===== config.mk =====
export PLATFORM = sky130hd
export DESIGN_NAME = cluster_soc_evt_buffer
export DESIGN_NICKNAME = d
export VERILOG_FILES = /design/src/rtl/pulp_cluster_package.sv /design/src/rtl/cluster_soc_evt_fifo_mem.sv /design/src/rtl/cluster_soc_evt_buffer.sv
export SDC_FILE = /design/constraint.sdc
export NUM_CORES = 1
export LEC_CHECK = 0
export CAP_MARGIN = 20
export CORE_ASPECT_RATIO = 2
export CORE_UTILIZATION = 49
export DETAILED_ROUTE_END_ITERATION = 10
export GPL_TIMING_DRIVEN = 0
export PLACE_DENSITY = 0.75
export SYNTH_ARGS = -nofsm -noshare
export SYNTH_HDL_FRONTEND = slang
export SYNTH_SLANG_ARGS = --single-unit

===== constraint.sdc =====
create_clock -name clk_i -period 2 [get_ports clk_i]
set_input_delay 0.4 -clock clk_i [delete_from_list [all_inputs] [get_ports clk_i]]
set_output_delay 0.4 -clock clk_i [all_outputs]
set_load 0.1 [all_outputs]

===== src/rtl/pulp_cluster_package.sv =====
// Cluster-wide constants shared by the cluster peripherals.
// Holds the SoC event drop-counter width and saturation value.
package pulp_cluster_package;

    localparam int unsigned SOC_EVT_DROP_CNT_W = 16;
    localparam logic [SOC_EVT_DROP_CNT_W-1:0] SOC_EVT_DROP_CNT_SAT = 16'hFFFF;

    function automatic logic [SOC_EVT_DROP_CNT_W-1:0] soc_evt_drop_cnt_inc(
        input logic [SOC_EVT_DROP_CNT_W-1:0] cnt
    );
        return (cnt == SOC_EVT_DROP_CNT_SAT) ? cnt : cnt + 1'b1;
    endfunction

endpackage


===== src/rtl/cluster_soc_evt_fifo_mem.sv =====
// Register-file storage for the SoC event FIFO: one write port, one
// asynchronous read at the read pointer. Contents are not reset.
module cluster_soc_evt_fifo_mem #(
    parameter int unsigned WIDTH = 8,
    parameter int unsigned DEPTH = 8
) (
    input  logic                     clk,
    input  logic                     we,
    input  logic [$clog2(DEPTH)-1:0] waddr,
    input  logic [WIDTH-1:0]         wdata,
    input  logic [$clog2(DEPTH)-1:0] raddr,
    output logic [WIDTH-1:0]         rdata
);

    logic [WIDTH-1:0] mem_q [DEPTH];

    always_ff @(posedge clk) begin
        if (we) begin
            mem_q[waddr] <= wdata;
        end
    end

    assign rdata = mem_q[raddr];

endmodule


===== src/rtl/cluster_soc_evt_buffer.sv =====
// SoC event FIFO between the SoC event input and the cluster peripherals'
// soc_periph_evt_* port. Define CLUSTER_SOC_EVT_DROP_CNT_EN to build the drop counter.
module cluster_soc_evt_buffer
    import pulp_cluster_package::*;
#(
    parameter int unsigned EVNT_WIDTH = 8,
    parameter int unsigned DEPTH      = 8
) (
    input  logic                          clk_i,
    input  logic                          rst_ni,
    input  logic                          evt_valid_i,
    input  logic [EVNT_WIDTH-1:0]         evt_data_i,
    output logic                          evt_valid_o,
    output logic [EVNT_WIDTH-1:0]         evt_data_o,
    input  logic                          evt_ready_i,
    output logic [$clog2(DEPTH):0]        level_o,
    output logic                          overflow_o,
    input  logic                          clr_overflow_i,
    output logic [SOC_EVT_DROP_CNT_W-1:0] drop_cnt_o
);

    localparam int unsigned AW = $clog2(DEPTH);

    logic [AW:0]           wr_ptr_q;
    logic [AW:0]           rd_ptr_q;
    logic                  empty;
    logic                  full;
    logic                  push;
    logic                  pop;
    logic                  drop;
    logic                  overflow_q;
    logic [EVNT_WIDTH-1:0] head_data;

    assign empty = (wr_ptr_q == rd_ptr_q);
    assign full  = (wr_ptr_q[AW-1:0] == rd_ptr_q[AW-1:0]) && (wr_ptr_q[AW] != rd_ptr_q[AW]);
    assign pop   = !empty && evt_ready_i;
    // A full FIFO still accepts a push when the head leaves in the same cycle.
    assign push  = evt_valid_i && (!full || pop);
    assign drop  = evt_valid_i && full && !pop;

    always_ff @(posedge clk_i) begin
        if (!rst_ni) begin
            wr_ptr_q <= '0;
            rd_ptr_q <= '0;
        end else begin
            if (push) begin
                wr_ptr_q <= wr_ptr_q + 1'b1;
            end
            if (pop) begin
                rd_ptr_q <= rd_ptr_q + 1'b1;
            end
        end
    end

    cluster_soc_evt_fifo_mem #(
        .WIDTH (EVNT_WIDTH),
        .DEPTH (DEPTH)
    ) i_fifo_mem (
        .clk   (clk_i),
        .we    (push && rst_ni),
        .waddr (wr_ptr_q[AW-1:0]),
        .wdata (evt_data_i),
        .raddr (rd_ptr_q[AW-1:0]),
        .rdata (head_data)
    );

    // Storage is never reset, so the head is masked to zero while empty.
    assign evt_valid_o = !empty;
    assign evt_data_o  = empty ? '0 : head_data;
    assign level_o     = wr_ptr_q - rd_ptr_q;

    always_ff @(posedge clk_i) begin
        if (!rst_ni) begin
            overflow_q <= 1'b0;
        end else if (drop) begin
            overflow_q <= 1'b1;
        end else if (clr_overflow_i) begin
            overflow_q <= 1'b0;
        end
    end

    assign overflow_o = overflow_q;

`ifdef CLUSTER_SOC_EVT_DROP_CNT_EN
    logic [SOC_EVT_DROP_CNT_W-1:0] drop_cnt_q;

    // A drop wins over a coincident clear and restarts the count at one.
    always_ff @(posedge clk_i) begin
        if (!rst_ni) begin
            drop_cnt_q <= '0;
        end else if (drop) begin
            drop_cnt_q <= clr_overflow_i ? SOC_EVT_DROP_CNT_W'(1) : soc_evt_drop_cnt_inc(drop_cnt_q);
        end else if (clr_overflow_i) begin
            drop_cnt_q <= '0;
        end
    end

    assign drop_cnt_o = drop_cnt_q;
`else
    assign drop_cnt_o = '0;
`endif

endmodule


Word-level counts from Yosys, hierarchy flattened

Memories as Yosys holds them, arrays and structs flattened. A register that Yosys moved wholly into a read port is not among the register bits.
Index checks and enable logic that the tools add are counted.

Memory bits (writable): 64
Memories: 1
Bits in registers: 9
Logic and storage cells: 28

Muxes and demuxes: 7
Add/subtract/negate cells: 3
Reduce and logical (&&, ||, !) cells: 11
Eq/ne operators: 3

Memory list:

| name             | depth | width | rd ports | clocked after memory_dff | wr ports | RTL line                       | text |
|---|---|---|---|---|---|---|---|
| i_fifo_mem.mem_q | 8     | 8     | 1        | 1                        | 1        | cluster_soc_evt_fifo_mem.sv:15 | `logic [WIDTH-1:0] mem_q [DEPTH];` |

Operators with widths:

| cell                                                           | count |
|---|---|
| 4-bit by 1-bit adder with 4-bit output (second input constant) | 2 |
| 8-bit two-way mux                                              | 1 |
| 1-bit logical AND                                              | 6 |
| 3-bit two-way mux                                              | 2 |
| 4-bit equality test                                            | 1 |
| 1-bit two-way mux                                              | 4 |
| 4-bit subtractor                                               | 1 |
| 3-bit equality test                                            | 1 |
| 1-bit logical NOT                                              | 3 |
| 2-bit nonzero test                                             | 1 |
| 1-bit logical OR                                               | 1 |
| 1-bit != test                                                  | 1 |

Longest topological paths before layout

Gate-level depths: netlist of the first run.

Depth in word-level cells: 8
Gate-level depth with buffers: 8
Mapped depth without buffers: 6

Modules after synthesis

Synthesis of the first run repeated with hierarchy kept, for this count alone.

Cells, all modules: 198
Area, all modules: 3263.1 µm²

Modules (own cells, without submodules):

| module                   | area each (µm²) | cells an instance | times used |
|---|---|---|---|
| cluster_soc_evt_fifo_mem | 2531.2          | 106               | 1 |
| cluster_soc_evt_buffer   | 732.0           | 92                | 1 |

Least setup slack after synthesis of the first run

OpenSTA, ideal clock, no wires.

Path kind: register -> output
From: reg wr_ptr_q[0]
To: out level_o[2]
Cell stages (with the launch flop): 6
Data arrival time: 2.698 ns
Buffers on the path: 1
Slack: -1.098 ns
Cell sequence: dfxtp_1 > buf_2 > inv_1 > ha_1 > fa_1 > xnor2_1

Word-level cells in the longest chain between the ends: 1

RTL lines:

| element                | RTL line                     | text |
|---|---|---|
| from (decl)            | cluster_soc_evt_buffer.sv:24 | `logic [AW:0] wr_ptr_q;` |
| from (signal assigned) | cluster_soc_evt_buffer.sv:47 | `wr_ptr_q <= wr_ptr_q + 1'b1;` |
| 4-bit subtractor       | cluster_soc_evt_buffer.sv:70 | `assign level_o = wr_ptr_q - rd_ptr_q;` |
| to (decl)              | cluster_soc_evt_buffer.sv:16 | `output logic [$clog2(DEPTH):0] level_o,` |

No other way between the ends.

Final worst setup path of the first run

From: reg rd_ptr_q[1]
To: out evt_data_o[0]

Word-level cells in the longest chain between the ends: 2

RTL lines:

| element                | RTL line                     | text |
|---|---|---|
| from (decl)            | cluster_soc_evt_buffer.sv:25 | `logic [AW:0] rd_ptr_q;` |
| from (signal assigned) | cluster_soc_evt_buffer.sv:50 | `rd_ptr_q <= rd_ptr_q + 1'b1;` |
| 4-bit equality test    | cluster_soc_evt_buffer.sv:34 | `assign empty = (wr_ptr_q == rd_ptr_q);` |
| 8-bit two-way mux      | cluster_soc_evt_buffer.sv:69 | `assign evt_data_o = empty ? '0 : head_data;` |
| to (decl)              | cluster_soc_evt_buffer.sv:14 | `output logic [EVNT_WIDTH-1:0] evt_data_o,` |

No other way between the ends.

==> reports/metrics.cfg, run 1 <==
[timing]
rsz0062_at_grt = yes
finalSetupViolCount = 44
hold_viol_final = 0
slew_headroom_pct = 37.0
clock_skew_ns = 0.00548
worst_slack_ns = -0.356
tightest_slew_ns = 0.948
min_period_over_period_pct = 118
max_freq_ghz = 0.424
fin_crit_ns = 2.36
hold-worst-slack_ns = 0.539
drv_slew = 0

[floorplanning]
coreArea_um2 = 6360
start_util_pct = 51.0
die_y_um = 117
rows = 41
die_x_um = 59.5
ios = 43
die-area_um2 = 6970

[placed_design]
io_buffer_count = 26
gp_congestion = 0.742
hpwl_um = 4080
place_area_um2 = 3910

[logic_synthesis]
async_flop_share_pct = 0
synth_area_um2 = 3240
ys_top_cells_by_area = edfxtp_1 (59%), mux4_2 (11%), dfxtp_1 (7.4%)
synthCells = 194
synth_edf_count = 64
synth_top_area_share_pct = 59.3
synth_ff_type = edfxtp_1
synth-seq-cells = 76
yosys.area.top_type = edfxtp_1
yosysSeqAreaShare_pct = 66.7
synth.avg_cell_area_um2 = 16.7
synth.distinct_cells = 36
yosys_warnings = 0

[clock_network]
cts_tree = done
htreeDepth = 3
clk-insertion-delay-late_ns = 0.32
cts.sinks = 76
cts_buffer_depth = 2
numCtsBuffers = 9
cts.reportedPaths.clkPinSlew_ns = 0.05
root_buffer = clkbuf_16
cts_hold_buf = 0

[layout]
antenna_cells = 0
drive_above_1_share_pct = 48.7
final_nets = 289
fin_util_pct = 73.6
final_common_cell = edfxtp_1
area_growth_pct = 44.5
final_cell_mix = edfxtp_1 (64), buf_4 (32), buf_12 (20)
fin_area_um2 = 4680
fill_cells = 412

[min_path]
holdPathStages = 2
hold_class = flop to flop

[power]
p_leak_nw = 1.69
ir_drop_mv = 0.874
p_per_area_nw_per_um2 = 1190

[worst_setup_path]
max_stage_delay_ns = 0.36
crit_path_end_kind = output port
critPathMaxFanout = 8
worst_setup_path_start_kind = flop
cp.required_ns = 1.60
cp_common_cell = buf_12
cp_slowest_cell = dfxtp_4
rr_worst_depth = 8
crit_arrival_ns = 1.96
crit_chain = inv_4, ha_4, nand3_4, nor2_4, nor2b_4, buf_12, a22o_4, buf_12
path_class = flop to output port

[drt]
vias = 1893
drt-initial-drc-count = 56
routedWlPerCell_um = 18.3
drt-total-wl_um = 6620
drc_errors = 0
drt-pass1-iter-count = 5
avgViaCountPerCell = 5.24
ant_nets = 0

[status]
status = complete, but fails checks
violations = setup timing

[grt]
antenna_found_initial = 0
grt_start_max_net_pins = 13
grt_pass1_vias = 1915
grtUsageTotal_pct = 21.3
grt_pass1_wl_um = 9960
overflow = 0

[flow_run]
max_cap_violations = 0

metrics by stage:
| stage | total power, mW | setup WS [ns] | std cells | TNS (ns) |
|---|---|---|---|---|
| final | 5.59 | -0.356 | 361 | -4.72 |
| after global routing | 5.77 | -0.404 | 361 | -6.62 |
| after CTS | 5.48 | -0.390 | 350 | -3.53 |
| after detailed placement | 3.63 | -1.03 | 321 | -34.32 |
| after global placement | 3.62 | -1.03 | 321 | -33.55 |
| after floorplan | 3.31 | -0.0238 | 209 | -0.262 |
kinds of logic after synthesis:
group | synth area share (%)
compound gates | 4.98
mux | 11.1
other cells | 0.116
buf+inv | 6.02
xor+xnor | 2.12
flops | 66.7
fa+ha+maj | 2.55
simple gates | 6.41
state kept, by name (all words and copies together), names as in the netlist, named ones only:
register and cells:
rd_ptr_q 4, i_fifo_mem.mem_q 64, wr_ptr_q 4, overflow_o 1
synthesized netlist by cell type (2+ instances only):
cell / count
o211ai_1: 3
xnor2_1: 5
or3_1: 2
and2_1: 4
mux4_2: 16
edfxtp_1: 64
buf_4: 16
nor3_2: 3
nor2b_1: 3
a21oi_1: 2
buf_6: 2
inv_1: 8
buf_2: 3
dfxtp_1: 12
nand3_1: 3
clkbuf_1: 2
nor2_1: 7
a22o_1: 8
nand2_1: 8
ha_1: 5
o21ai_0: 3
critical path, delay by kind of cell (launching register included):
| kind | cells | cell delay, ns |
|---|---|---|
| AO/OA/AOI/OAI | 1 | 0.25 |
| AND/OR/NAND/NOR | 3 | 0.40 |
| buffers and inverters | 3 | 0.34 |
| adder cells (fa/ha/maj) | 1 | 0.27 |
| flip-flops | 1 | 0.36 |
report_power, final:
part | switching, mW | internal [mW]
Clock | 0.553 | 0.982
Sequential | 0.0350 | 1.76
Combinational | 1.34 | 0.923
repair_timing:
item,4_1_cts,5_1_grt
setup endpoints to repair,70,76
gates resized for setup,127,14
setup buffers,14,14
pin swaps,15,13
worst paths after layout:
kind	from	end	slack [ns]
worst max register to register	wr_ptr_q[2]$_SDFFE_PN0P_	i_fifo_mem.mem_q[5][6]$_DFFE_PP_	-0.07
worst min-delay path	wr_ptr_q[2]$_SDFFE_PN0P_	wr_ptr_q[2]$_SDFFE_PN0P_	0.54
worst max-delay path	rd_ptr_q[1]$_SDFFE_PN0N_	evt_data_o[0]	-0.36
worst min register to register	wr_ptr_q[2]$_SDFFE_PN0P_	wr_ptr_q[2]$_SDFFE_PN0P_	0.54
layer usage:
metal | track usage [%] | up-vias | share of wire [%]
met5 | 0 | - | 0
met4 | 14.9 | 0 | 5.4
met3 | 4.07 | 24 | 4.0
met2 | 37.8 | 76 | 57
met1 | 21.6 | 929 | 34
li1 | - | 864 | -
layout make-up:
class | count | area (µm²) | area share [%]
flip-flops and latches | 76 | 2180 | 46.6
multi-input cells | 102 | 1210 | 25.9
repair buffers | 53 | 683 | 14.6
clock buffers | 15 | 289 | 6.17
plain buffers | 20 | 163 | 3.47
well taps | 86 | 108 | 2.30
inverters | 8 | 38.8 | 0.828
clock inverters | 1 | 5.00 | 0.107
No activity file was read; power rests on OpenSTA's default activity.
==> inputs of run 2 (changes only) <==
--- a/config.mk
+++ b/config.mk
@@ -11,6 +11,7 @@
 export DETAILED_ROUTE_END_ITERATION = 10
 export GPL_TIMING_DRIVEN = 0
 export PLACE_DENSITY = 0.75
+export RECOVER_POWER = 100
 export SYNTH_ARGS = -nofsm -noshare
 export SYNTH_HDL_FRONTEND = slang
 export SYNTH_SLANG_ARGS = --single-unit
==> constraint.sdc (replaced) <==
create_clock -name clk_i -period 2 [get_ports clk_i]
set_input_delay 0.4 -clock clk_i [delete_from_list [all_inputs] [get_ports clk_i]]
set_output_delay 0.4 -clock clk_i [all_outputs]
set_load 0.005 [all_outputs]
==> reports/metrics.cfg, run 2 (synthesized netlist as in run 1, its figures left out) <==
[status]
status = complete, but fails checks  ; unchanged
violations = setup timing  ; unchanged

[floorplanning]
die_y_um = 117  ; unchanged
die-area_um2 = 6970  ; unchanged
ios = 43  ; unchanged
start_util_pct = 51.0  ; unchanged
rows = 41  ; unchanged
die_x_um = 59.5  ; unchanged
coreArea_um2 = 6360  ; unchanged

[power]
p_leak_nw = 1.65  ; was 1.69 nW
ir_drop_mv = 0.825  ; was 0.874 mV
power_frac_comb_pct = 25.7  ; was 40.4%
total_power_mw = 4.37  ; was 5.59 mW
seqPwrFrac_pct = 41.1  ; was 32.1%
sw_frac_of_total_pct = 24.8  ; was 34.5%
cell_internal_pwr_mw = 3.29  ; was 3.66 mW
share_clk_of_total_power_pct = 33.2  ; was 27.5%
p_per_area_nw_per_um2 = 974  ; was 1190 nW/µm²
p_sw_mw = 1.08  ; was 1.93 mW

[worst_setup_path]
crit_path_end_kind = output port  ; unchanged
cp_slowest_cell = dfxtp_4  ; unchanged
crit_chain = inv_4, ha_4, nand3_4, nor2_4, buf_6, nor2_4, buf_6, a22o_1, buf_2  ; was inv_4, ha_4, nand3_4, nor2_4, nor2b_4, buf_12, a22o_4, buf_12
critPathMaxFanout = 4  ; was 8
rrSetupSlack_ns = -0.20  ; was -0.07 ns
r2r-start = wr_ptr_q[0]$_SDFFE_PN0P_  ; was wr_ptr_q[2]$_SDFFE_PN0P_
cpLargestDelayFamily = buffers and inverters  ; was simple AND/OR/NAND/NOR gates
rr_worst_depth = 10  ; was 8
cp.required_ns = 1.60  ; about the same
timing.rr.end = i_fifo_mem.mem_q[6][6]$_DFFE_PP_  ; was i_fifo_mem.mem_q[5][6]$_DFFE_PP_
crit_buf_inv = 4  ; was 3
worst_setup_path_start_kind = flop  ; unchanged
crit_arrival_ns = 1.85  ; was 1.96 ns
path_class = flop to output port  ; unchanged
max_stage_delay_ns = 0.37  ; was 0.36 ns

[timing]
slew_headroom_pct = 63.1  ; was 37.0%
tightest_slew_ns = 0.549  ; was 0.948 ns
min_period_over_period_pct = 113  ; was 118%
hold_viol_final = 0  ; unchanged
final.setup.tns_ns = -11.25  ; was -4.72 ns
clock_skew_ns = 0.00899  ; was 0.00548 ns
max_freq_ghz = 0.444  ; was 0.424 GHz
finalSetupViolCount = 72  ; was 44
hold-worst-slack_ns = 0.540  ; was 0.539 ns
fin_crit_ns = 2.25  ; was 2.36 ns
worst_slack_ns = -0.255  ; was -0.356 ns
rsz0062_at_grt = yes  ; unchanged
drv_slew = 0  ; unchanged

[layout]
largest-register = i_fifo_mem.mem_q  ; unchanged
reg_top3 = i_fifo_mem.mem_q: 64 flops, rd_ptr_q: 4 flops, wr_ptr_q: 4 flops  ; unchanged
final_cell_mix = edfxtp_1 (64), buf_4 (33), buf_6 (16), mux4_2 (16), conb_1 (16)  ; was edfxtp_1 (64), buf_4 (32), buf_12 (20)
drive_above_1_share_pct = 48.4  ; was 48.7%
largest_register_ffs = 64  ; unchanged
area_growth_pct = 38.4  ; was 44.5%
final_common_cell = edfxtp_1  ; unchanged
stdcell_count = 373  ; was 361
antenna_cells = 0  ; unchanged
final_nets = 301  ; was 289

[clock_network]
numCtsBuffers = 9  ; unchanged
htreeDepth = 3  ; unchanged
cts_buffer_depth = 2  ; unchanged
cts.sinks = 76  ; unchanged
root_buffer = clkbuf_16  ; unchanged
cts.reportedPaths.clkPinSlew_ns = 0.05  ; about the same
cts_tree = done  ; unchanged
clk-insertion-delay-late_ns = 0.33  ; was 0.32 ns

[drt]
routedWlPerCell_um = 18.7  ; was 18.3 µm
routed.top_layer = met4  ; unchanged
drt-pass1-iter-count = 4  ; was 5
vias = 1928  ; was 1893
drt-total-wl_um = 6990  ; was 6620 µm
ant_nets = 0  ; unchanged
wl_met1_um = 2460  ; was 2250 µm
drt-initial-drc-count = 64  ; was 56
wl_met3_um = 345  ; was 268 µm
drc_errors = 0  ; unchanged
met2_length_um = 3950  ; was 3740 µm
avgViaCountPerCell = 5.17  ; was 5.24

[placed_design]
hpwl_um = 4040  ; was 4080 µm
place_ws_ns = -0.534  ; was -1.03 ns
dp.cells = 321  ; unchanged
io_buffer_count = 26  ; unchanged
gp_congestion = 0.760  ; was 0.742

[min_path]
hold_class = flop to flop  ; unchanged
hp-start = wr_ptr_q[2]$_SDFFE_PN0P_  ; unchanged
holdPathStages = 2  ; unchanged
worstHoldEndpoint = wr_ptr_q[2]$_SDFFE_PN0P_  ; unchanged

[grt]
grt_pass1_wl_um = 10600  ; was 9960 µm
grt_pass1_vias = 1978  ; was 1915
antenna_found_initial = 0  ; unchanged
overflow = 0  ; unchanged
grtUsageTotal_pct = 22.7  ; was 21.3%
grt_start_max_net_pins = 13  ; unchanged

[flow_run]
max_cap_violations = 0  ; unchanged

run 2: cell count changes in the layout (fill, tap and decap cells not counted), sizes merged:
cell / before / now
clkinv: 1 / 4
inv: 7 / 8
clkdlybuf4s50: 12 / 4
clkbuf: 16 / 12
buf: 59 / 70
dlygate4sd3: 0 / 9
run 2: final cells by class:
cell class / instances / area [µm²]
sequential: 76 / 2190
fill: 444 / 1870
multi-input combinational: 102 / 1080
timing repair buffer: 65 / 643
clock buffer: 11 / 243
buffer: 20 / 163
tap: 86 / 108
inverter: 8 / 32.5
clock inverter: 5 / 27.5
run 2: worst max path at each step:
stage | startpoint | end | slack, ns | depth (start not counted)
floorplan | wr_ptr_q[0]$_SDFFE_PN0P_ | i_fifo_mem.mem_q[4][0]$_DFFE_PP_ | 0.002 | 7
global placement | wr_ptr_q[0]$_SDFFE_PN0P_ | evt_data_o[7] | -0.50 | 9
detailed placement | wr_ptr_q[0]$_SDFFE_PN0P_ | evt_data_o[3] | -0.53 | 9
CTS | wr_ptr_q[0]$_SDFFE_PN0P_ | evt_data_o[6] | -0.31 | 10
global route | wr_ptr_q[0]$_SDFFE_PN0P_ | evt_data_o[6] | -0.34 | 9
finish | wr_ptr_q[0]$_SDFFE_PN0P_ | evt_data_o[6] | -0.25 | 9
run 2: metrics by stage:
| step | utilization, % | area (µm²) |
|---|---|---|
| 3_3_place_gp | 59.3 | 3770 |
| 2_1_floorplan | - | 3410 |
| 3_5_place_dp | 59.3 | 3770 |
| 5_1_grt | 70.5 | 4490 |
| 6_report | 70.5 | 4490 |
| 4_1_cts | 68.7 | 4370 |
run 2: repair_timing:
| item | 4_1_cts | 5_1_grt |
|---|---|---|
| buffers inserted | 31 | 8 |
| hold buffers | 0 | 0 |
| cloned | 0 | 0 |
| gates resized for setup | 76 | 21 |
| pin swaps | 21 | 15 |
| setup endpoints to repair | 69 | 76 |
run 2: routing by layer:
layer,global-route usage [%],vias to the layer above
li1,-,888
met1,23.1,947
met2,40.1,77
met3,5.82,16
met4,13.8,0
met5,0,-
run 2: power by group through the flow:
| stage | clock, mW | sequential, mW | combinational [mW] |
|---|---|---|---|
| 4_1_cts | 1.46 | 1.79 | 1.05 |
| 5_1_grt | 1.54 | 1.80 | 1.20 |
| 3_5_place_dp | 0 | 1.82 | 0.829 |
| 6_report | 1.45 | 1.80 | 1.12 |
| 3_3_place_gp | 0 | 1.82 | 0.820 |
| 2_1_floorplan | 0 | 1.82 | 0.516 |
run 2: worst min-delay path: cells and delay by family (launching register included):
kind / cells / cell delay, ns
flops: 1 / 0.36
compound gates: 2 / 0.14
